File: src/rtl/posit_field_extract_pkg.sv
// Shared widths and record types for the posit decoder field-extract pipeline.
// Widths are fixed here for the 8-bit, es=1 posit configuration.
package posit_dec_pkg;

    localparam int N  = 8;
    localparam int ES = 1;
    localparam int KW = $clog2(N) + 1;
    localparam int FW = N - 3 - ES;
    localparam int BW = N - 1;
    localparam int OW = N - 2;
    localparam int JW = $clog2(OW);

    typedef struct packed {
        logic          sign;
        logic          zero;
        logic          nar;
        logic [KW-1:0] k;
        logic [ES-1:0] exp;
        logic [FW-1:0] frac;
        logic [KW+ES-1:0] scale;
    } posit_res_t;

    typedef struct packed {
        logic          sign;
        logic          allone;
        logic          allzero;
        logic [BW-1:0] body;
        logic [JW-1:0] j;
        logic [KW-1:0] k;
    } s1_rec_t;

    // Run length is measured from the body MSB down to the terminator at bit j.
    function automatic logic [KW-1:0] regime_k(input logic lead, input logic [JW-1:0] j);
        logic [KW-1:0] m;
        m = KW'(N - 2) - KW'(j);
        return lead ? (m - KW'(1)) : (KW'(0) - m);
    endfunction

endpackage

File: src/rtl/ldd_onehot_enc.sv
// Priority one-hot to binary encoder; the highest set bit wins so a
// malformed multi-hot vector still yields a deterministic index.
module ldd_onehot_enc #(
    parameter int W  = 6,
    parameter int IW = $clog2(W)
) (
    input  logic [W-1:0]  onehot,
    output logic [IW-1:0] idx
);

    always_comb begin
        idx = '0;
        for (int i = 0; i < W; i++) begin
            if (onehot[i]) idx = IW'(i);
        end
    end

endmodule

File: src/rtl/posit_field_extract.sv
// Two-stage valid/ready posit field extractor fed by the leading-digit detector.
// Optional one-hot sanity checker enabled by defining POSIT_ONEHOT_CHECK_EN.
module posit_field_extract
    import posit_dec_pkg::*;
(
    input  logic                 clk,
    input  logic                 rst,
    input  logic                 in_valid,
    output logic                 in_ready,
    input  logic                 in_sign,
    input  logic [BW-1:0]        in_body,
    input  logic [OW-1:0]        in_onehot,
    input  logic                 in_allone,
    input  logic                 in_allzero,
    output logic                 out_valid,
    input  logic                 out_ready,
    output logic                 out_sign,
    output logic                 out_zero,
    output logic                 out_nar,
    output logic signed [KW-1:0] out_k,
    output logic [ES-1:0]        out_exp,
    output logic [FW-1:0]        out_frac,
    output logic signed [KW+ES-1:0] out_scale,
    output logic                 out_err
);

    logic       s1_valid, s2_valid;
    logic       s1_advance, s2_advance;
    logic [JW-1:0] enc_idx;
    s1_rec_t    s1_d, s1_q;
    posit_res_t res_d, res_q;
    logic [JW-1:0] shamt;
    logic [BW-1:0] shifted;

    assign s2_advance = !s2_valid | out_ready;
    assign s1_advance = !s1_valid | s2_advance;
    assign in_ready   = !rst & (!s1_valid | s1_advance);

    ldd_onehot_enc #(.W(OW), .IW(JW)) u_enc (
        .onehot (in_onehot),
        .idx    (enc_idx)
    );

    always_comb begin
        s1_d         = '0;
        s1_d.sign    = in_sign;
        s1_d.allone  = in_allone;
        s1_d.allzero = in_allzero;
        s1_d.body    = in_body;
        s1_d.j       = enc_idx;
        if (in_allone)       s1_d.k = KW'(N - 2);
        else if (in_allzero) s1_d.k = KW'(-(N - 1));
        else                 s1_d.k = regime_k(in_body[BW-1], enc_idx);
    end

    always_ff @(posedge clk) begin
        if (rst) begin
            s1_valid <= 1'b0;
            s1_q     <= '0;
        end else if (s1_advance) begin
            s1_valid <= in_valid;
            if (in_valid) s1_q <= s1_d;
        end
    end

    // Shifting the terminator out leaves the exponent/fraction bits MSB-aligned.
    assign shamt   = JW'(BW) - s1_q.j;
    assign shifted = s1_q.body << shamt;

    always_comb begin
        res_d      = '0;
        res_d.sign = s1_q.sign;
        res_d.zero = s1_q.allzero & ~s1_q.sign;
        res_d.nar  = s1_q.allzero & s1_q.sign;
        if (!s1_q.allzero) begin
            res_d.k = s1_q.k;
            if (!s1_q.allone) begin
                res_d.exp  = shifted[BW-1 -: ES];
                res_d.frac = shifted[BW-1-ES -: FW];
            end
            res_d.scale = {res_d.k, res_d.exp};
        end
    end

    always_ff @(posedge clk) begin
        if (rst) begin
            s2_valid <= 1'b0;
            res_q    <= '0;
        end else if (s2_advance) begin
            s2_valid <= s1_valid;
            if (s1_valid) res_q <= res_d;
        end
    end

    assign out_valid = s2_valid;
    assign out_sign  = res_q.sign;
    assign out_zero  = res_q.zero;
    assign out_nar   = res_q.nar;
    assign out_k     = res_q.k;
    assign out_exp   = res_q.exp;
    assign out_frac  = res_q.frac;
    assign out_scale = res_q.scale;

`ifdef POSIT_ONEHOT_CHECK_EN
    logic err_q;
    logic bad_in;
    logic oh_any;

    assign oh_any = |in_onehot;
    assign bad_in = (|(in_onehot & (in_onehot - OW'(1))))
                  | (!oh_any & !in_allone & !in_allzero)
                  | (oh_any & (in_allone | in_allzero))
                  | (in_allone & in_allzero);

    always_ff @(posedge clk) begin
        if (rst)                              err_q <= 1'b0;
        else if (in_valid & in_ready & bad_in) err_q <= 1'b1;
    end

    assign out_err = err_q;
`else
    assign out_err = 1'b0;
`endif

endmodule

File: config.mk
export PLATFORM = sky130hd
export DESIGN_NAME = posit_field_extract
export DESIGN_NICKNAME = d
export VERILOG_FILES = /design/src/rtl/posit_field_extract_pkg.sv /design/src/rtl/ldd_onehot_enc.sv /design/src/rtl/posit_field_extract.sv
export SDC_FILE = /design/constraint.sdc
export NUM_CORES = 1
export LEC_CHECK = 0
export CAP_MARGIN = 15
export CORE_ASPECT_RATIO = 1.2
export CORE_UTILIZATION = 47
export DETAILED_ROUTE_END_ITERATION = 8
export GPL_TIMING_DRIVEN = 0
export PLACE_DENSITY = 0.78
export SETUP_SLACK_MARGIN = 0.05
export SYNTH_ARGS = -nofsm -noshare
export SYNTH_HDL_FRONTEND = slang
export SYNTH_HIERARCHICAL = 1
export SYNTH_SLANG_ARGS = --single-unit
export TNS_END_PERCENT = 50
File: constraint.sdc
create_clock -name clk -period 2.15 [get_ports clk]
set_clock_uncertainty 0.15 [all_clocks]
set_input_delay 0.43 -clock clk [delete_from_list [all_inputs] [get_ports clk]]
set_output_delay 0.43 -clock clk [all_outputs]
set_load 0.01 [all_outputs]
==> impl_metrics.env, run 1 <==
export IMPL_status="completed"
export IMPL_synth_ff_type="dfxtp_1"
export IMPL_drv_slew=0
export IMPL_row_count=22
export IMPL_antenna_found_initial=0
export IMPL_layout_drive_gt1_share_pct=13.5
export IMPL_reg2reg_slack_ns=0.66
export IMPL_setup_viol=0
export IMPL_critPathMaxFanout=5
export IMPL_grt_overflow=0
export IMPL_dr_pass1_iters=4
export IMPL_finalCritPeriodShare_pct=95.8
export IMPL_holdCritStartpoint="out_sign$_SDFFE_PP0P_"
export IMPL_hold_path_endpoint="out_sign$_SDFFE_PP0P_"
export IMPL_power_density_mw_per_mm2=617
export IMPL_clkLatencyLatePin_ns=0.33
export IMPL_synth_simple_area_share_pct=24.4
export IMPL_portBuffers=36
export IMPL_rsz0062_at_grt="true"
export IMPL_synth_top_area_cell="dfxtp_1"
export IMPL_multi_input_area_um2=815
export IMPL_cts_buffer_depth=2
export IMPL_synth_area_leaders="dfxtp_1, nand2_1, a21oi_1"
export IMPL_fin_crit_ns=2.06
export IMPL_grt_max_degree=11
export IMPL_r2r_start="s1_valid$_SDFFE_PP0N_"
export IMPL_syn_avg_cell_area_um2=8.25
export IMPL_yosysWarnings=6
export IMPL_worst_pin_slew_ns=0.501
export IMPL_slowest_delay_ns=0.42
export IMPL_leakage_nw=0.796
export IMPL_slowest_stage="clkdlybuf4s50_1"
export IMPL_numCtsBuffers=5
export IMPL_maxCapViolCount=0
export IMPL_end_kind="output port"
export IMPL_clk_pin_slew_worst_paths_ns=0.09
export IMPL_ioPinCount=40
export IMPL_syn_inst=186
export IMPL_clockRootBuffer="clkbuf_4"
export IMPL_fp_dieW_um=54.2
export IMPL_seq_area_um2=621
export IMPL_syn_num_nets=208
export IMPL_timing_fmax_mhz=486
export IMPL_crit_type="in2out"
export IMPL_core_mm2=0.00308
export IMPL_path_buf_inv=2
export IMPL_synthTopCellsByCount="nand2_1, dfxtp_1, a21oi_1"
export IMPL_cts_tree="done"
export IMPL_synth_cell_types=37
export IMPL_final_setup_tns_ns=0
export IMPL_grt_pass1_vias=1256
export IMPL_grt_usage_pct=21.5
export IMPL_drc=0
export IMPL_fin_nets=252
export IMPL_synth_seq_cells=31
export IMPL_grt_pass1_wl_um=5410
export IMPL_vias=1366
export IMPL_crit_path_start="out_ready"
export IMPL_hold_path_class="reg2reg"
export IMPL_cp_data_arrival_time_ns=1.48
export IMPL_synthAdderAreaFrac_pct=1.63
export IMPL_power_mw=1.27
export IMPL_async_reset_ff_share_pct=0
export IMPL_yosysMostFrequentCell="nand2_1"
export IMPL_crit_family="buffers and inverters"
export IMPL_synth_top_family_by_area="simple AND/OR/NAND/NOR gates"
export IMPL_rr_worst_depth=6
export IMPL_synth_seq_area_share_pct=40.4
export IMPL_synth_mux_area_share_pct=5.22
export IMPL_syn_area_mm2=0.00154
export IMPL_antennaDiodeCount=0
export IMPL_avgRoutedWirePerCell_um=11.9
export IMPL_synth_edf_count=0
export IMPL_cp_start_kind="input port"
export IMPL_nFillCells=277
export IMPL_required_ns=1.57
export IMPL_hold_path_depth=2
export IMPL_start_util_pct=49.8
export IMPL_finalWirelength_um=3170
export IMPL_crit_chain="clkdlybuf4s50_1, nand3b_4, nor2b_1, dlygate4sd2_1"
export IMPL_dieHeight_um=64.6
export IMPL_cts_sinks=31
export IMPL_die_area_mm2=0.00350
export IMPL_areaGrowthSynthToFinish_pct=33.6
export IMPL_maxSlewHeadroom_pct=66.6
export IMPL_final_antenna_net_count=0
export IMPL_hpwlAfterDp_um=2330
export IMPL_cts_hold_buf=0
export IMPL_peakVddDrop_v=0.000509
export IMPL_synth_compound_area_share_pct=16.0
export IMPL_synth_xor_area_share_pct=3.42
export IMPL_final_core_util_pct=66.5
export IMPL_vias_per_cell=5.14
export IMPL_routabilityCongestion=0.867
export IMPL_synthDominantCellAreaShare_pct=40.4
export IMPL_drtIter0Drc=41
export IMPL_cts_htree_levels=2
export IMPL_r2r_end="s1_q[3]$_SDFFE_PP0P_"
export IMPL_hold_viol=0
## worst min-delay path: stages, from the launching register on
cell     delay [ns]
dfxtp_1        0.32
nand2_1        0.05
a21oi_1        0.05
## flip-flops by register name, summed over array words and instances (netlist names)
register / count
out_scale: 1
out_sign: 1
out_nar: 1
res_d: 1
out_valid: 1
s1_valid: 1
out_frac: 4
out_zero: 1
s1_q: 16
out_k: 4
## per-stage QoR
stage | setup WS, ns | std cells | hold WS, ns | cell area (um2)
final | 0.0912 | 266 | 0.305 | 2050
after global routing | 0.0389 | 266 | 0.328 | 2050
after CTS | 0.00512 | 266 | 0.308 | 2040
after detailed placement | -0.443 | 258 | 0.296 | 1940
after global placement | -0.432 | 258 | 0.293 | 1940
after floorplan | 0.174 | 186 | 0.282 | 1540
## metal layers
| metal | vias up | track usage [%] | share of wire, % |
|---|---|---|---|
| li1 | 714 | - | - |
| met1 | 613 | 26.5 | 47 |
| met2 | 34 | 32.8 | 47 |
| met3 | 5 | 7.28 | 3.9 |
| met4 | 0 | 9.62 | 2.0 |
| met5 | - | 0 | 0 |
## cell type report
| class | count | area share (%) |
|---|---|---|
| inverter | 5 | 0.915 |
| timing repair buffer | 37 | 17.8 |
| clock inverter | 1 | 1.46 |
| sequential | 31 | 30.3 |
| buffer | 17 | 5.67 |
| tap | 36 | 2.20 |
| multi-input combinational | 133 | 39.7 |
| clock buffer | 6 | 2.01 |
## what timing repair did
item,CTS,global route
setup buffers,1,0
setup endpoints to repair,3,3
resized for setup,8,3
pin swaps,4,0
## layout by cell type (no fill, tap or decap), types with 2 or more instances in the layout
cell type / n
nand2_1: 41
clkdlybuf4s50_1: 33
dfxtp_1: 31
a21oi_1: 25
buf_4: 9
mux2i_1: 8
nand3b_1: 7
nor2_1: 7
inv_1: 5
clkbuf_1: 5
nand2b_1: 5
clkbuf_4: 5
o21ai_0: 3
nand3_1: 3
nor3_1: 3
xnor2_1: 3
dlygate4sd2_1: 3
buf_2: 2
a32oi_1: 2
or3_1: 2
a22oi_1: 2
xor2_1: 2
a211oi_1: 2
## logic make-up (layout without fill, tap and decap cells)
kind of cell	after synthesis	count (layout)
AOI/OAI and AO/OA	39	39
xor gates and xnor gates	6	6
adders and majority gates	2	2
buffers and inverters	22	66
DFF	31	31
muxes	8	8
other	1	1
and+or+nand+nor	77	77
## power by group
| part | internal, mW | total, mW | switching, mW |
|---|---|---|---|
| sequential | 0.600 | 0.621 | 0.0205 |
| combinational | 0.111 | 0.213 | 0.103 |
| clock | 0.239 | 0.431 | 0.192 |
## worst max-delay path by stage
stage | depth (start not counted) | endpoint | slack [ns]
after floorplan | 6 | s1_q[3]$_SDFFE_PP0P_ | 0.17
after global placement | 7 | s1_q[3]$_SDFFE_PP0P_ | -0.43
after detailed placement | 8 | s1_q[3]$_SDFFE_PP0P_ | -0.44
after CTS | 8 | s1_q[3]$_SDFFE_PP0P_ | 0.005
after global routing | 4 | in_ready | 0.04
final | 4 | in_ready | 0.09
Note: power is estimated with default switching activity, not from simulation.
==> run 2, diff against run 1 <==
--- a/config.mk
+++ b/config.mk
@@ -7,10 +7,10 @@
 export LEC_CHECK = 0
 export CAP_MARGIN = 15
 export CORE_ASPECT_RATIO = 1.2
-export CORE_UTILIZATION = 47
+export CORE_UTILIZATION = 48
 export DETAILED_ROUTE_END_ITERATION = 8
 export GPL_TIMING_DRIVEN = 0
-export PLACE_DENSITY = 0.78
+export PLACE_DENSITY = 0.79
 export SETUP_SLACK_MARGIN = 0.05
 export SYNTH_ARGS = -nofsm -noshare
 export SYNTH_HDL_FRONTEND = slang
==> run 2 against run 1 <==
Fmax is 0.35% higher. Clock power is 25% lower. Register-to-register slack worse by 0.10 ns. Combinational power is 8% higher. Critical path depth is 3 higher. Total power is 7.2% lower. Via count is 4.3% higher. Worst hold slack hardly changed. Cell area is 2.4% higher. Clock-buffer cell count is 1 higher. Largest power group unchanged. Highest routed layer unchanged.
==> impl_metrics.env, run 2 (synthesis gave the netlist of run 1 again) <==
export IMPL_largest_register_ffs=16
export IMPL_clkPwrFrac_pct=27.4
export IMPL_finalWirelength_um=3420
export IMPL_drtIter0Drc=45
export IMPL_hold_viol=0
export IMPL_final_antenna_net_count=0
export IMPL_hpwlAfterDp_um=2430
export IMPL_final_common_cell="nand2_1"
export IMPL_multi_input_area_um2=843
export IMPL_grt_usage_pct=22.8
export IMPL_switching_share_pct=27.7
export IMPL_rr_worst_depth=7
export IMPL_critPathMaxFanout=4
export IMPL_dieHeight_um=64.0
export IMPL_antennaDiodeCount=0
export IMPL_drc=0
export IMPL_areaGrowthSynthToFinish_pct=36.8
export IMPL_vias_per_cell=5.24
export IMPL_seq_area_um2=621
export IMPL_numCtsBuffers=5
export IMPL_vias=1425
export IMPL_ioPinCount=40
export IMPL_start_util_pct=50.2
export IMPL_required_ns=2.25
export IMPL_core_mm2=0.00306
export IMPL_comb_power_share_pct=19.6
export IMPL_clk_pin_slew_worst_paths_ns=0.09
export IMPL_worst_pin_slew_ns=0.512
export IMPL_grt_max_degree=11
export IMPL_nFillCells=264
export IMPL_grt_overflow=0
export IMPL_stdcell_count=272
export IMPL_cts_hold_buf=0
export IMPL_p_int_mw=0.848
export IMPL_fp_dieW_um=53.6
export IMPL_hold_path_class="reg2reg"
export IMPL_avgRoutedWirePerCell_um=12.6
export IMPL_antenna_found_initial=0
export IMPL_rsz0062_at_grt="true"
export IMPL_dpl_cell_count=258
export IMPL_dr_pass1_iters=4
export IMPL_path_buf_inv=1
export IMPL_maxCapViolCount=0
export IMPL_clockRootBuffer="clkbuf_4"
export IMPL_cts_sinks=31
export IMPL_pwr_share_seq_pct=53.0
export IMPL_grt_pass1_wl_um=5520
export IMPL_r2r_end="s1_q[3]$_SDFFE_PP0P_"
export IMPL_crit_chain="clkdlybuf4s50_1, a221o_1, ha_4, xnor2_4, o31ai_2, xor2_1, o41ai_2"
export IMPL_maxSlewHeadroom_pct=65.9
export IMPL_row_count=22
export IMPL_grt_pass1_vias=1289
export IMPL_fin_crit_ns=2.05
export IMPL_routabilityCongestion=0.848
export IMPL_finalCritPeriodShare_pct=95.4
export IMPL_crit_cells=7
export IMPL_fin_nets=257
export IMPL_drv_slew=0
export IMPL_r2r_start="s1_valid$_SDFFE_PP0N_"
export IMPL_slowest_delay_ns=0.44
export IMPL_portBuffers=36
export IMPL_p_switching_mw=0.325
export IMPL_timing_fmax_mhz=487
export IMPL_cts_tree="done"
export IMPL_cp_data_arrival_time_ns=2.15
export IMPL_crit_path_end="s1_q[3]$_SDFFE_PP0P_"
export IMPL_reg2reg_slack_ns=0.56
export IMPL_cts_htree_levels=2
export IMPL_power_density_mw_per_mm2=559
export IMPL_cp_start_kind="input port"
export IMPL_end_kind="flop"
export IMPL_clkLatencyLatePin_ns=0.34
export IMPL_status="completed"
export IMPL_top_register="s1_q"
export IMPL_final_cell_mix="nand2_1, clkdlybuf4s50_1, dfxtp_1"
export IMPL_slowest_stage="clkdlybuf4s50_1"
export IMPL_layout_drive_gt1_share_pct=15.7
export IMPL_peakVddDrop_v=0.000383
export IMPL_die_area_mm2=0.00343
export IMPL_crit_type="in2reg"
export IMPL_leakage_nw=0.838
export IMPL_setup_viol=0
export IMPL_final_core_util_pct=68.8
export IMPL_cts_buffer_depth=2
export IMPL_crit_path_start="in_onehot[5]"
export IMPL_crit_family="compound AO/OA/AOI/OAI gates"
[run 2: cell types whose count changed in the layout (fill, tap and decap cells not counted), sizes merged]
cell and change:
clkbuf +1, clkinv +1, bufinv -1, dlymetal6s2s +2, buf +5, clkdlybuf4s50 -2
[run 2: how the worst min path moves through the flow]
stage | to | startpoint | cells after the start | slack, ns
detailed placement | out_nar$_SDFFE_PP0P_ | out_nar$_SDFFE_PP0P_ | 2 | 0.30
global route | s1_q[0]$_SDFFE_PP0P_ | s1_q[0]$_SDFFE_PP0P_ | 2 | 0.34
floorplan | s1_q[0]$_SDFFE_PP0P_ | s1_q[0]$_SDFFE_PP0P_ | 2 | 0.28
finish | out_nar$_SDFFE_PP0P_ | out_nar$_SDFFE_PP0P_ | 2 | 0.31
CTS | out_nar$_SDFFE_PP0P_ | out_nar$_SDFFE_PP0P_ | 2 | 0.31
global placement | s1_q[0]$_SDFFE_PP0P_ | s1_q[0]$_SDFFE_PP0P_ | 2 | 0.29
[run 2: layout make-up]
cell class	count	area share [%]
Timing Repair Buffer	42	19.4
Clock inverter	1	0.238
Buffer	17	5.54
Multi-Input combinational cell	133	40.1
Sequential cell	31	29.5
Inverter	5	0.893
Tap cell	36	2.14
Clock buffer	7	2.14
[run 2: power groups by stage]
stage	Combinational, mW	Clock, mW	Sequential, mW
after global routing	0.253	0.357	0.626
after global placement	0.202	0	0.633
after floorplan	0.126	0	0.631
after detailed placement	0.206	0	0.634
final	0.230	0.322	0.622
after CTS	0.217	0.331	0.622
[run 2: per-layer routing]
layer | vias up | track usage [%] | part of all wire (%)
li1 | 718 | - | -
met1 | 656 | 26.2 | 43
met2 | 42 | 36.9 | 50
met3 | 9 | 4.29 | 3.5
met4 | 0 | 15.1 | 3.0
met5 | - | 0 | 0
[run 2: timing repair]
action / in CTS / in global routing
endpoints found under the setup margin: 3 / 3
setup buffers: 2 / 4
gates resized for setup: 10 / 7
pin swaps: 6 / 6
[run 2: stage by stage]
stage | worst slack, ns | power [mW] | cell area [um2] | TNS [ns] | hold WS [ns]
after floorplan | 0.174 | 0.758 | 1540 | 0 | 0.282
after global placement | -0.426 | 0.836 | 1940 | -1.28 | 0.293
after detailed placement | -0.448 | 0.841 | 1940 | -1.38 | 0.296
after CTS | 0.0184 | 1.17 | 2040 | 0 | 0.309
after global routing | 0.00890 | 1.24 | 2100 | 0 | 0.341
final | 0.0984 | 1.17 | 2100 | 0 | 0.306
[run 2: worst register-to-register path, delay by kind of cell, from the launching register on]
kind | cells | cell delay, ns
AND/OR/NAND/NOR | 2 | 0.25
flip-flops | 1 | 0.46
buffers and inverters | 3 | 0.43
AO/OA/AOI/OAI | 2 | 0.20
==> run 3, diff against run 2 <==
--- a/config.mk
+++ b/config.mk
@@ -6,11 +6,14 @@
 export NUM_CORES = 1
 export LEC_CHECK = 0
 export CAP_MARGIN = 15
+export CELL_PAD_IN_SITES_DETAIL_PLACEMENT = 1
+export CELL_PAD_IN_SITES_GLOBAL_PLACEMENT = 2
 export CORE_ASPECT_RATIO = 1.2
-export CORE_UTILIZATION = 48
+export CORE_UTILIZATION = 27
 export DETAILED_ROUTE_END_ITERATION = 8
 export GPL_TIMING_DRIVEN = 0
-export PLACE_DENSITY = 0.79
+export PLACE_DENSITY_LB_ADDON = 0.1
+export REMOVE_ABC_BUFFERS = 1
 export SETUP_SLACK_MARGIN = 0.05
 export SYNTH_ARGS = -nofsm -noshare
 export SYNTH_HDL_FRONTEND = slang
==> run 3 against run 2 <==
The run now ends with design-rule violations left. Critical path depth decreased by 3. Cell count increased by 2.9%. Combinational power decreased by 8%. Largest cell class unchanged. Largest power group unchanged. Highest routed layer unchanged.
==> impl_metrics.env, run 3 (synthesis gave the netlist of run 1 again) <==
export IMPL_fin_crit_ns=2.06
export IMPL_holdCritStartpoint="out_nar$_SDFFE_PP0P_"
export IMPL_maxSlewHeadroom_pct=57.5
export IMPL_r2r_start="s1_q[5]$_SDFFE_PP0P_"
export IMPL_die_area_mm2=0.00599
export IMPL_peakVddDrop_v=0.000195
export IMPL_cts_sinks=31
export IMPL_worst_slack_ns=0.0887
export IMPL_hold_viol=0
export IMPL_power_density_mw_per_mm2=629
export IMPL_start_util_pct=28.6
export IMPL_critPathMaxFanout=5
export IMPL_slowest_stage="clkdlybuf4s50_1"
export IMPL_drv_slew=0
export IMPL_cp_start_kind="input port"
export IMPL_dr_pass1_iters=6
export IMPL_grt_pass1_vias=1350
export IMPL_layout_drive_gt1_share_pct=11.5
export IMPL_status="finished, violations left"
export IMPL_crit_type="in2out"
export IMPL_drtIter0Drc=28
export IMPL_grt_usage_pct=13.9
export IMPL_final_setup_tns_ns=0
export IMPL_dieHeight_um=84.6
export IMPL_hpwlAfterDp_um=2750
export IMPL_setup_viol=0
export IMPL_final_common_cell="nand2_1"
export IMPL_row_count=29
export IMPL_maxCapViolCount=0
export IMPL_stdcell_count=280
export IMPL_antennaDiodeCount=0
export IMPL_violations="design-rule violations"
export IMPL_avgRoutedWirePerCell_um=13.4
export IMPL_rsz0062_at_grt="true"
export IMPL_fp_dieW_um=70.8
export IMPL_numCtsBuffers=5
export IMPL_vias_per_cell=4.93
export IMPL_cp_data_arrival_time_ns=1.48
export IMPL_final_antenna_net_count=0
export IMPL_place_ws_ns=-0.891
export IMPL_finalCritPeriodShare_pct=95.9
export IMPL_cts_tree="done"
export IMPL_ioPinCount=40
export IMPL_finalWirelength_um=3760
export IMPL_fin_nets=240
export IMPL_power_mw=1.30
export IMPL_leakage_nw=0.782
export IMPL_dpl_cell_count=268
export IMPL_crit_path_start="out_ready"
export IMPL_routabilityCongestion=0.714
export IMPL_crit_chain="clkdlybuf4s50_1, nand3b_4, nor2b_1, clkdlybuf4s15_1"
export IMPL_timing_fmax_mhz=485
export IMPL_clk_pin_slew_worst_paths_ns=0.06
export IMPL_grt_max_degree=36
export IMPL_areaGrowthSynthToFinish_pct=34.3
export IMPL_grt_overflow=0
export IMPL_slowest_delay_ns=0.48
export IMPL_final_core_util_pct=38.4
export IMPL_hold_path_class="reg2reg"
export IMPL_antenna_found_initial=0
export IMPL_grt_pass1_wl_um=6460
export IMPL_final_cell_mix="nand2_1, dfxtp_1, clkdlybuf4s50_1"
export IMPL_worst_pin_slew_ns=0.638
export IMPL_core_mm2=0.00537
export IMPL_clockRootBuffer="clkbuf_8"
export IMPL_end_kind="output port"
export IMPL_drc=6
export IMPL_vias=1380
export IMPL_cts_buffer_depth=2
export IMPL_clkLatencyLatePin_ns=0.28
export IMPL_top_register="s1_q"
export IMPL_required_ns=1.57
export IMPL_cts_htree_levels=2
export IMPL_portBuffers=37
export IMPL_largest_register_ffs=16
==> run 3: changes by cell type in the layout (fill, tap and decap cells not counted), moves of 2 or more <==
cell / delta
buf_4: -9
clkbuf_1: -6
clkbuf_8: +6
clkdlybuf4s15_1: +2
clkbuf_4: -5
==> run 3: critical path: cells and delay by family <==
kind,cells,cell delay (ns)
buffers and inverters,2,0.74
AND/OR/NAND/NOR,2,0.32
==> run 3: area by class of cell <==
type,count,area [um2]
repair buffers,42,405
clock buffers,6,82.6
clock inverters,1,5.00
multi-input cells,133,852
well taps,62,77.6
flip-flops and latches,31,621
inverters,5,18.8
fillers,644,3310
==> run 3: power by group <==
group	leakage (nW)	internal (mW)	switching [mW]
Combinational	0.481	0.107	0.104
Sequential	0.254	0.601	0.0265
Clock	0.0470	0.251	0.209
==> run 3: stage by stage <==
step | instance area, um2 | hold WS, ns
after floorplan | 1420 | 0.276
after global placement | 1870 | 0.290
after detailed placement | 1870 | 0.295
after CTS | 2000 | 0.301
after global routing | 2060 | 0.307
final | 2060 | 0.297
==> run 3: what timing repair did <==
item | CTS | global route
hold endpoints to repair | 0 | 0
setup endpoints to repair | 7 | 4
gates resized for setup | 14 | 10
pin swaps | 7 | 7
hold buffers | 0 | 0
setup buffers | 2 | 3
==> run 3: worst paths after layout <==
kind | end | slack, ns | cells after the start
setup / recovery | in_ready | 0.09 | 4
hold / removal | out_nar$_SDFFE_PP0P_ | 0.30 | 2
setup reg to reg | out_frac[2]$_SDFFE_PP0P_ | 0.61 | 4
hold reg to reg | out_nar$_SDFFE_PP0P_ | 0.30 | 2
==> run 3: layer usage <==
layer  share of wire (%)  wire, um  global-route usage, %
met1                  45      1680                   16.0
met4                 1.2        47                   5.45
met2                  50      1870                   24.0
met3                 4.3       162                   3.96
met5                   0         0                      0
